==> config.mk <==
export PLATFORM = sky130hd
export DESIGN_NAME = dma_arb_wr
export DESIGN_NICKNAME = d
export VERILOG_FILES = /design/src/rtl/dma_arb_wr_pkg.sv /design/src/rtl/dma_arb_wr.sv
export SDC_FILE = /design/constraint.sdc
export NUM_CORES = 1
export LEC_CHECK = 0
export CAP_MARGIN = 20
export CELL_PAD_IN_SITES_DETAIL_PLACEMENT = 0
export CELL_PAD_IN_SITES_GLOBAL_PLACEMENT = 1
export CORE_UTILIZATION = 26
export CTS_BUF_LIST = sky130_fd_sc_hd__clkbuf_16
export DETAILED_ROUTE_END_ITERATION = 10
export GPL_ROUTABILITY_DRIVEN = 0
export GPL_TIMING_DRIVEN = 0
export PLACE_DENSITY = 0.78
export RECOVER_POWER = 50
export SLEW_MARGIN = 15
export SYNTH_ARGS = -nofsm -noshare
export SYNTH_HDL_FRONTEND = slang
export SYNTH_SLANG_ARGS = --single-unit
==> constraint.sdc <==
create_clock -name i_clk -period 2.75 [get_ports i_clk]
set_clock_uncertainty 0.05 [all_clocks]
set_input_delay 0.275 -clock i_clk [delete_from_list [all_inputs] [get_ports i_clk]]
set_output_delay 0.275 -clock i_clk [all_outputs]
set_load 0.02 [all_outputs]
==> src/rtl/dma_arb_wr_pkg.sv <==
// Shared constants for the two-channel DMA-to-AXI-Lite write arbiter.
// FSM encoding, counter width and response codes live here so all users agree.
package dma_arb_wr_pkg;

    localparam int DMA_ARB_WR_FSM_WIDTH = 2;
    localparam int AXIL_CNT_WIDTH       = 8;

    typedef enum logic [DMA_ARB_WR_FSM_WIDTH-1:0] {
        FSM_DMA_ARB_WR_IDLE     = 2'd0,
        FSM_DMA_ARB_WR_CH0      = 2'd1,
        FSM_DMA_ARB_WR_CH1      = 2'd2,
        FSM_DMA_ARB_WR_ABORTING = 2'd3
    } dma_arb_wr_state_e;

    localparam logic [1:0] RESP_OKAY    = 2'b00;
    localparam logic [1:0] RESP_ABORT   = 2'b10;
    localparam logic [1:0] RESP_TIMEOUT = 2'b11;

    // Saturating increment: the grant timer must never wrap back below TIMEOUT-1.
    function automatic logic [AXIL_CNT_WIDTH-1:0] cnt_sat_inc(input logic [AXIL_CNT_WIDTH-1:0] c);
        return (&c) ? c : c + 1'b1;
    endfunction

endpackage

==> src/rtl/dma_arb_wr.sv <==
// Round-robin arbiter granting one single-beat AXI-Lite write at a time to
// DMA channel 0 or 1, with abort, response timeout and B-drain after abort.
module dma_arb_wr
    import dma_arb_wr_pkg::*;
#(
    parameter int ADDR_WIDTH = 32,
    parameter int DATA_WIDTH = 32,
    parameter int TIMEOUT    = 255
) (
    input  logic                    i_clk,
    input  logic                    i_rst,
    input  logic                    i_abort,

    input  logic                    i_ch0_req,
    input  logic [ADDR_WIDTH-1:0]   i_ch0_addr,
    input  logic [DATA_WIDTH-1:0]   i_ch0_data,
    input  logic [DATA_WIDTH/8-1:0] i_ch0_strb,
    output logic                    o_ch0_done,
    output logic [1:0]              o_ch0_resp,

    input  logic                    i_ch1_req,
    input  logic [ADDR_WIDTH-1:0]   i_ch1_addr,
    input  logic [DATA_WIDTH-1:0]   i_ch1_data,
    input  logic [DATA_WIDTH/8-1:0] i_ch1_strb,
    output logic                    o_ch1_done,
    output logic [1:0]              o_ch1_resp,

    output logic                    o_awvalid,
    input  logic                    i_awready,
    output logic [ADDR_WIDTH-1:0]   o_awaddr,
    output logic                    o_wvalid,
    input  logic                    i_wready,
    output logic [DATA_WIDTH-1:0]   o_wdata,
    output logic [DATA_WIDTH/8-1:0] o_wstrb,
    input  logic                    i_bvalid,
    output logic                    o_bready,
    input  logic [1:0]              i_bresp,

    output logic                    o_busy
);

    localparam logic [AXIL_CNT_WIDTH-1:0] TIMEOUT_LAST = AXIL_CNT_WIDTH'(TIMEOUT - 1);

    dma_arb_wr_state_e         state_q, state_d;
    logic                      aw_pend_q, aw_pend_d;
    logic                      w_pend_q, w_pend_d;
    logic                      last_ch1_q, last_ch1_d;
    logic [AXIL_CNT_WIDTH-1:0] cnt_q, cnt_d;

    logic [ADDR_WIDTH-1:0]     addr_q;
    logic [DATA_WIDTH-1:0]     data_q;
    logic [DATA_WIDTH/8-1:0]   strb_q;

    logic                      load;
    logic                      load_ch1;
    logic                      in_xfer;
    logic                      in_chan;
    logic                      b_hs;
    logic                      done;
    logic [1:0]                resp;

    assign in_chan = (state_q == FSM_DMA_ARB_WR_CH0) || (state_q == FSM_DMA_ARB_WR_CH1);
    assign in_xfer = in_chan || (state_q == FSM_DMA_ARB_WR_ABORTING);

    assign o_awvalid = aw_pend_q;
    assign o_wvalid  = w_pend_q;
    assign o_bready  = in_xfer && !aw_pend_q && !w_pend_q;
    assign b_hs      = o_bready && i_bvalid;

    assign o_awaddr  = addr_q;
    assign o_wdata   = data_q;
    assign o_wstrb   = strb_q;
    assign o_busy    = (state_q != FSM_DMA_ARB_WR_IDLE);

    always_comb begin
        // NOTE: every signal gets a default before the case so no path can infer a latch.
        state_d    = state_q;
        aw_pend_d  = aw_pend_q && !i_awready;
        w_pend_d   = w_pend_q && !i_wready;
        last_ch1_d = last_ch1_q;
        cnt_d      = cnt_q;
        load       = 1'b0;
        load_ch1   = 1'b0;
        done       = 1'b0;
        resp       = RESP_OKAY;

        case (state_q)
            FSM_DMA_ARB_WR_IDLE: begin
                // On a tie the channel not served last wins.
                if (i_ch0_req && (!i_ch1_req || last_ch1_q)) begin
                    state_d = FSM_DMA_ARB_WR_CH0;
                    load    = 1'b1;
                end else if (i_ch1_req) begin
                    state_d  = FSM_DMA_ARB_WR_CH1;
                    load     = 1'b1;
                    load_ch1 = 1'b1;
                end
                if (load) begin
                    aw_pend_d = 1'b1;
                    w_pend_d  = 1'b1;
                    cnt_d     = '0;
                end
            end

            FSM_DMA_ARB_WR_CH0, FSM_DMA_ARB_WR_CH1: begin
                cnt_d = cnt_sat_inc(cnt_q);
                if (b_hs) begin
                    done    = 1'b1;
                    resp    = i_bresp;
                    state_d = FSM_DMA_ARB_WR_IDLE;
                end else if (i_abort || (cnt_q == TIMEOUT_LAST)) begin
                    done    = 1'b1;
                    resp    = i_abort ? RESP_ABORT : RESP_TIMEOUT;
                    state_d = FSM_DMA_ARB_WR_ABORTING;
                end
                if (done) begin
                    last_ch1_d = (state_q == FSM_DMA_ARB_WR_CH1);
                end
            end

            FSM_DMA_ARB_WR_ABORTING: begin
                // Outstanding valids finish on their own; the drained B is dropped.
                if (b_hs) begin
                    state_d = FSM_DMA_ARB_WR_IDLE;
                end
            end

            default: begin
                state_d = FSM_DMA_ARB_WR_IDLE;
            end
        endcase
    end

    assign o_ch0_done = done && (state_q == FSM_DMA_ARB_WR_CH0);
    assign o_ch1_done = done && (state_q == FSM_DMA_ARB_WR_CH1);
    assign o_ch0_resp = o_ch0_done ? resp : RESP_OKAY;
    assign o_ch1_resp = o_ch1_done ? resp : RESP_OKAY;

    // NOTE: sequential state uses non-blocking assignments so all registers update together.
    always_ff @(posedge i_clk) begin
        if (i_rst) begin
            state_q    <= FSM_DMA_ARB_WR_IDLE;
            aw_pend_q  <= 1'b0;
            w_pend_q   <= 1'b0;
            last_ch1_q <= 1'b1;
            cnt_q      <= '0;
        end else begin
            state_q    <= state_d;
            aw_pend_q  <= aw_pend_d;
            w_pend_q   <= w_pend_d;
            last_ch1_q <= last_ch1_d;
            cnt_q      <= cnt_d;
        end
    end

    // NOTE: the request payload needs no reset; it is only observed while a valid is high.
    always_ff @(posedge i_clk) begin
        if (load) begin
            addr_q <= load_ch1 ? i_ch1_addr : i_ch0_addr;
            data_q <= load_ch1 ? i_ch1_data : i_ch0_data;
            strb_q <= load_ch1 ? i_ch1_strb : i_ch0_strb;
        end
    end

endmodule
; ---- After elaboration in Yosys (flattened, before gate mapping)
; Index checks and enable logic that the tools add are counted.
; Widths: inputs -> output; s select.
[classes]
n_reduce_logical = 25
n_addsub = 1
mux = 32
eq_ne = 9
[op_table]
columns = operator, n
row1 = $mux 32, 2
row2 = $mux 2, 10
row3 = $mux 8, 2
row4 = $pmux 8 s2, 1
row5 = $mux 1, 15
row6 = $add 8x1->8 const B, 1
row7 = $eq 8x8->1 const B, 1
row8 = $logic_and 1x1->1, 8
row9 = $reduce_and 8->1, 1
row10 = $ne 2x2->1 const B, 3
row11 = $ne 3x3->1 const B, 2
row12 = $pmux 2 s3, 1
row13 = $reduce_and 3->1, 2
row14 = $logic_not 1->1, 5
row15 = $eq 2x2->1 const B, 2
row16 = $logic_or 1x1->1, 4
row17 = $mux 4, 1
row18 = $reduce_bool 2->1, 2
row19 = $eq 2x1->1 const B, 1
row20 = $logic_not 2->1, 1
row21 = $reduce_and 2->1, 1
row22 = $reduce_or 2->1, 1
[totals]
output_inout_bits = 78
elab_cells = 75
input_bits = 146
ff_bits = 81

; ---- Longest topological paths before layout
[depth]
ltp_word = 11
mapped_depth = 7
mapped_depth_nobuf = 6

; ---- Worst setup path after synthesis
; No wires, ideal clock.
[synth_path]
kind = reg-to-reg
from = register state_q[0]
to = register addr_q[0], in the netlist o_awaddr[0], enable pin
arrival_ns = 2.135
stages_incl_launch_ff = 5
slack_ns = 0.144
path_buffers = 0
setup_time_ns = 0.422
period_less_slack_ns = 2.606
required_ns = 2.278
cell_sequence = dfxtp_1 > inv_1 > ha_1 > o21ai_0 > inv_1
[synth_between]
elab_chain_len = 2
[synth_lines]
columns = element, line_no
row1 = from (decl), dma_arb_wr.sv:44  ; dma_arb_wr_state_e state_q, state_d;
row2 = from (signal assigned), dma_arb_wr.sv:148  ; state_q <= state_d;
row3 = $logic_not 2->1, dma_arb_wr.sv:87  ; case (state_q)
row4 = $mux 1, dma_arb_wr.sv:87
row5 = via load, dma_arb_wr.sv:54  ; logic load;
row6 = to (signal assigned), dma_arb_wr.sv:159  ; addr_q <= load_ch1 ? i_ch1_addr : i_ch0_addr;
row7 = to (decl), dma_arb_wr.sv:50  ; logic [ADDR_WIDTH-1:0] addr_q;
; The timed path passes the listed nets, and every way through them passes these cells.
; A chain may end at the register's enable or synchronous reset.

; ---- Final worst setup path
[layout_path]
from = register state_q[1]
to = output o_ch0_resp[1]
[layout_between]
elab_chain_len = 11
word_cells_on_any_way = 16
classes_between = eq/ne (3) / mux (6) / reduce/logical (7)
[layout_lines]
columns = element, line_no
row1 = $eq 2x1->1 / $eq 2x2->1 (equally long branches), "dma_arb_wr.sv:62, dma_arb_wr.sv:87, dma_arb_wr.sv:134"
row2 = $logic_or 1x1->1, dma_arb_wr.sv:62  ; assign in_chan = (state_q == FSM_DMA_ARB_WR_CH0) || (state_q == FSM_DMA_ARB_WR_CH1);
row3 = $logic_or 1x1->1, dma_arb_wr.sv:63  ; assign in_xfer = in_chan || (state_q == FSM_DMA_ARB_WR_ABORTING);
row4 = $logic_and 1x1->1 (2 in series), dma_arb_wr.sv:67  ; assign o_bready = in_xfer && !aw_pend_q && !w_pend_q;
row5 = $logic_and 1x1->1, dma_arb_wr.sv:68  ; assign b_hs = o_bready && i_bvalid;
row6 = $mux 1, dma_arb_wr.sv:107  ; if (b_hs) begin
row7 = $mux 1 (2 in series), dma_arb_wr.sv:87
row8 = $logic_and 1x1->1, dma_arb_wr.sv:134  ; assign o_ch0_done = done && (state_q == FSM_DMA_ARB_WR_CH0);
row9 = $mux 2 *, dma_arb_wr.sv:136  ; assign o_ch0_resp = o_ch0_done ? resp : RESP_OKAY;
row10 = to (decl), dma_arb_wr.sv:19  ; output logic [1:0] o_ch0_resp,
; Every way passes the cells marked *; elsewhere a longest branch is shown, timed or not. The select of a mux whose other input is x is not followed.

==> PnR_summary.wiki <==
{| class="wikitable"
! Metric !! Value
|-
| Result of the run || finished, final reports clean
|-
| Clock root buffer master || clkbuf_16
|-
| Reg-to-reg setup timing slack || 300 ps
|-
| Transition time at the pin with the least slew margin || 1010 ps
|-
| Worst Path Arrival || 2260 ps
|-
| Max frequency || 387 MHz
|-
| Critical path required time || around 2400 ps
|-
| Top-area cell type share of the netlist area || 55.0%
|-
| Net count, final || 635
|-
| Port buffer count || ~220
|-
| Number of cells on the worst reg-to-reg path || 5
|-
| Synthesized net count || 399
|-
| Share of synthesized registers carrying an async set or reset || 0%
|-
| Max Slew Vio Count || 0
|-
| Endpoint kind of the worst setup timing path || primary output
|-
| Pin count of the biggest net entering global routing || 47
|-
| Number of flops mapped to enable cells by yosys || 68
|-
| Total of warnings raised by yosys || 0
|-
| Post-CTS clock slew at the launch and capture registers of the worst setup and hold paths || 60 ps
|-
| Power density of the placed cells || about 870 nW/um^2
|-
| Total of max-cap violations || 0
|-
| Global-route wire length before repair || 15,400 um
|-
| Unrepaired setup endpoints after global routing || false
|-
| Number of library cell types mapped by synthesis || 36
|-
| Die H || ~120 um
|-
| Clock latency at the later pin of the worst-skew pair || between 300 and 400 ps
|-
| Max stage delay on crit path || 600 ps
|-
| Final non-filler cell area || between 6000 and 7000 um^2
|-
| Row cnt || 43
|-
| Fin crit share || between 90% and 100%
|-
| Number of buffers added to fix hold violations after cts || 0
|-
| Cell type with the highest aggregate area in the netlist || edfxtp_1
|-
| Kind of launch point of the worst setup path || flop
|-
| Number of cells produced by synthesis || about 250
|-
| Final cell utilization of the core || 47.0%
|-
| Final setup violation count || 0
|-
| Area added between synthesis and finish || 75.7%
|-
| Startpoint of the most critical setup path || state_q[1]
|-
| Highest-delay cell along the critical path || or4b_4
|-
| CTS sink cnt || slightly above 80
|-
| Worst Hold End || last_ch1_q
|-
| Longest Clk Path Bufs || 2
|-
| Via count of the first global-routing pass || 3,019
|-
| FF+latch area || 2300 um^2
|-
| Routed wire length || 10,600 um
|-
| Vias || 2,962
|-
| Top_reg_cell synth || edfxtp_1
|-
| Peak fanout along the critical path || 6
|-
| Number of endpoints with negative hold slack in the final report || 0
|-
| DRC violation total after the first TritonRoute iteration || ~140
|-
| Maximum resistive drop on vdd || 0.592 mV
|-
| Seq/Total Area, Yosys || between 60% and 70%
|-
| Initial Utilization || 26.7%
|-
| DR vias/cell || 4.44
|-
| Start point of the worst min-delay path || last_ch1_q
|-
| Reg2Reg Capture Point || o_wstrb[2]
|-
| DP HPWL || 8150 um
|-
| Critical path, cell by cell || inv_1 > ha_1 > or4b_4 > nor2_1 > nor3_1 > dlygate4sd2_1
|-
| Footprint of the multi-input gates || 1340 um^2
|-
| Min-Delay Path Depth || 1
|-
| Synthesis-stage register bit count || 81
|-
| Average cell area after synthesis || 15.1 um^2
|-
| Number of nets with antenna violations after detailed routing || 0
|-
| Most common library cells after synthesis || edfxtp_1, mux2_2, dfxtp_1, a21oi_1, nor2_1
|-
| Global route total overflow || 0
|-
| Die area || roughly 15,000 um^2
|-
| DIE WIDTH || ~120 um
|-
| Origin of the critical flop-to-flop path || state_q[0]
|-
| Standard cell core area || ~14,000 um^2
|-
| Number of fill cells || about 1,300
|-
| Number of antenna violations at the first check in global routing || 0
|-
| # diodes || 0
|-
| Leakage component of the power || 2.41 nW
|-
| Top cells by area in the synthesized netlist || edfxtp_1, mux2_2, dfxtp_1
|-
| Hold crit path type || reg2reg
|-
| # DRC || 0
|-
| Fraction of final layout cells sized beyond drive strength 1 || 19.9%
|-
| Overall routing resource usage || 14.0%
|-
| DR WL/cell || ~16 um
|-
| Cell area after placement || between 6000 and 7000 um^2
|-
| CTS buffer count || 9
|-
| Iteration count of the initial detailed-routing pass || 4
|-
| Num ports || 224
|-
| Crit Path Category || reg2out
|-
| Worst slew margin relative to its limit || 32.4%
|-
| Cell area after technology mapping || 3710 um^2
|-
| TritonCTS clock tree || done
|-
| Max H-tree Level || 3
|-
| Minimum clock period after layout || about 2600 ps
|}
worst max-delay path, delay by kind of cell (launching register included):
kind                       cells  cell delay [ps]
adders and majority gates      1              290
buffers and inverters          2              440
DFF                            1              390
and+or+nand+nor                3              810
area by class of cell:
class,count,share of cell area (%)
Inverter,7,0.403
Sequential cell,81,35.3
Tap cell,180,3.46
Buffer,8,0.518
Multi-Input combinational cell,150,20.6
Clock inverter,7,1.42
Timing Repair Buffer,225,34.8
Clock buffer,9,3.46
report_power, final:
group / internal [mW] / switching (mW)
clock: 0.793 / 0.480
combinational: 1.10 / 1.33
sequential: 1.88 / 0.112
cell usage in the layout, fill, tap and decap left out, types with 3 or more instances in the layout:
cell and instances:
ha_1 7, nor2_1 9, nand2_1 8, dlygate4sd2_1 3, o21ai_0 7, edfxtp_1 68
or3_1 5, dlymetal6s2s_1 3, clkbuf_16 9, nand2b_1 3, nand3_1 6, buf_2 3
dlygate4sd3_1 71, mux2_2 68, a21oi_1 9, clkdlybuf4s50_1 146, dfxtp_1 13, buf_1 4
nor3_1 4, inv_1 7
timing repair:
item | CTS | global route
endpoints found under the setup margin | 6 | 3
resized for setup | 4 | 3
pin swaps | 1 | 0
setup buffers | 1 | 0
cell families after synthesis:
group	Yosys count	share of synthesized area, %
buffers and inverters	15	1.89
adders and majority gates	7	2.36
muxes	70	21.2
xor gates and xnor gates	1	0.236
and+or+nand+nor	45	7.12
DFF	81	62.1
AOI/OAI and AO/OA	27	5.16
stage by stage:
| step | hold WS (ps) | worst slack, ps | std cells | power, mW | TNS, ps |
|---|---|---|---|---|---|
| after floorplan | 291 | 144 | 246 | 3.44 | 0 |
| after CTS | 445 | 12.2 | 667 | 5.95 | 0 |
| after global routing | 476 | 50.5 | 667 | 6.00 | 0 |
| after detailed placement | 431 | 79.9 | 650 | 4.65 | 0 |
| final | 438 | 168 | 667 | 5.69 | 0 |
| after global placement | 415 | -764 | 649 | 4.58 | -51640 |
metal layers:
metal,routed length [um],global-route usage (%)
met1,4280,16.2
met2,5300,24.3
met3,815,3.62
met4,159,5.63
met5,0,0
state kept, by name, indices dropped and copies added (netlist names):
| register | cells |
|---|---|
| state_q | 2 |
| o_wstrb | 4 |
| last_ch1_q | 1 |
| o_wvalid | 1 |
| o_awaddr | 32 |
| o_wdata | 32 |
| cnt_q | 8 |
| o_awvalid | 1 |
worst max path at each step:
| stage | slack, ps | end | cells after the start |
|---|---|---|---|
| after floorplan | 140 | o_awaddr[0] | 4 |
| after global placement | -760 | o_wdata[19] | 3 |
| after detailed placement | 80 | o_ch0_resp[1] | 6 |
| after CTS | 10 | o_ch0_resp[0] | 7 |
| after global routing | 50 | o_ch0_resp[1] | 6 |
| final | 170 | o_ch0_resp[1] | 6 |
Power figures use the tool's default switching activity.
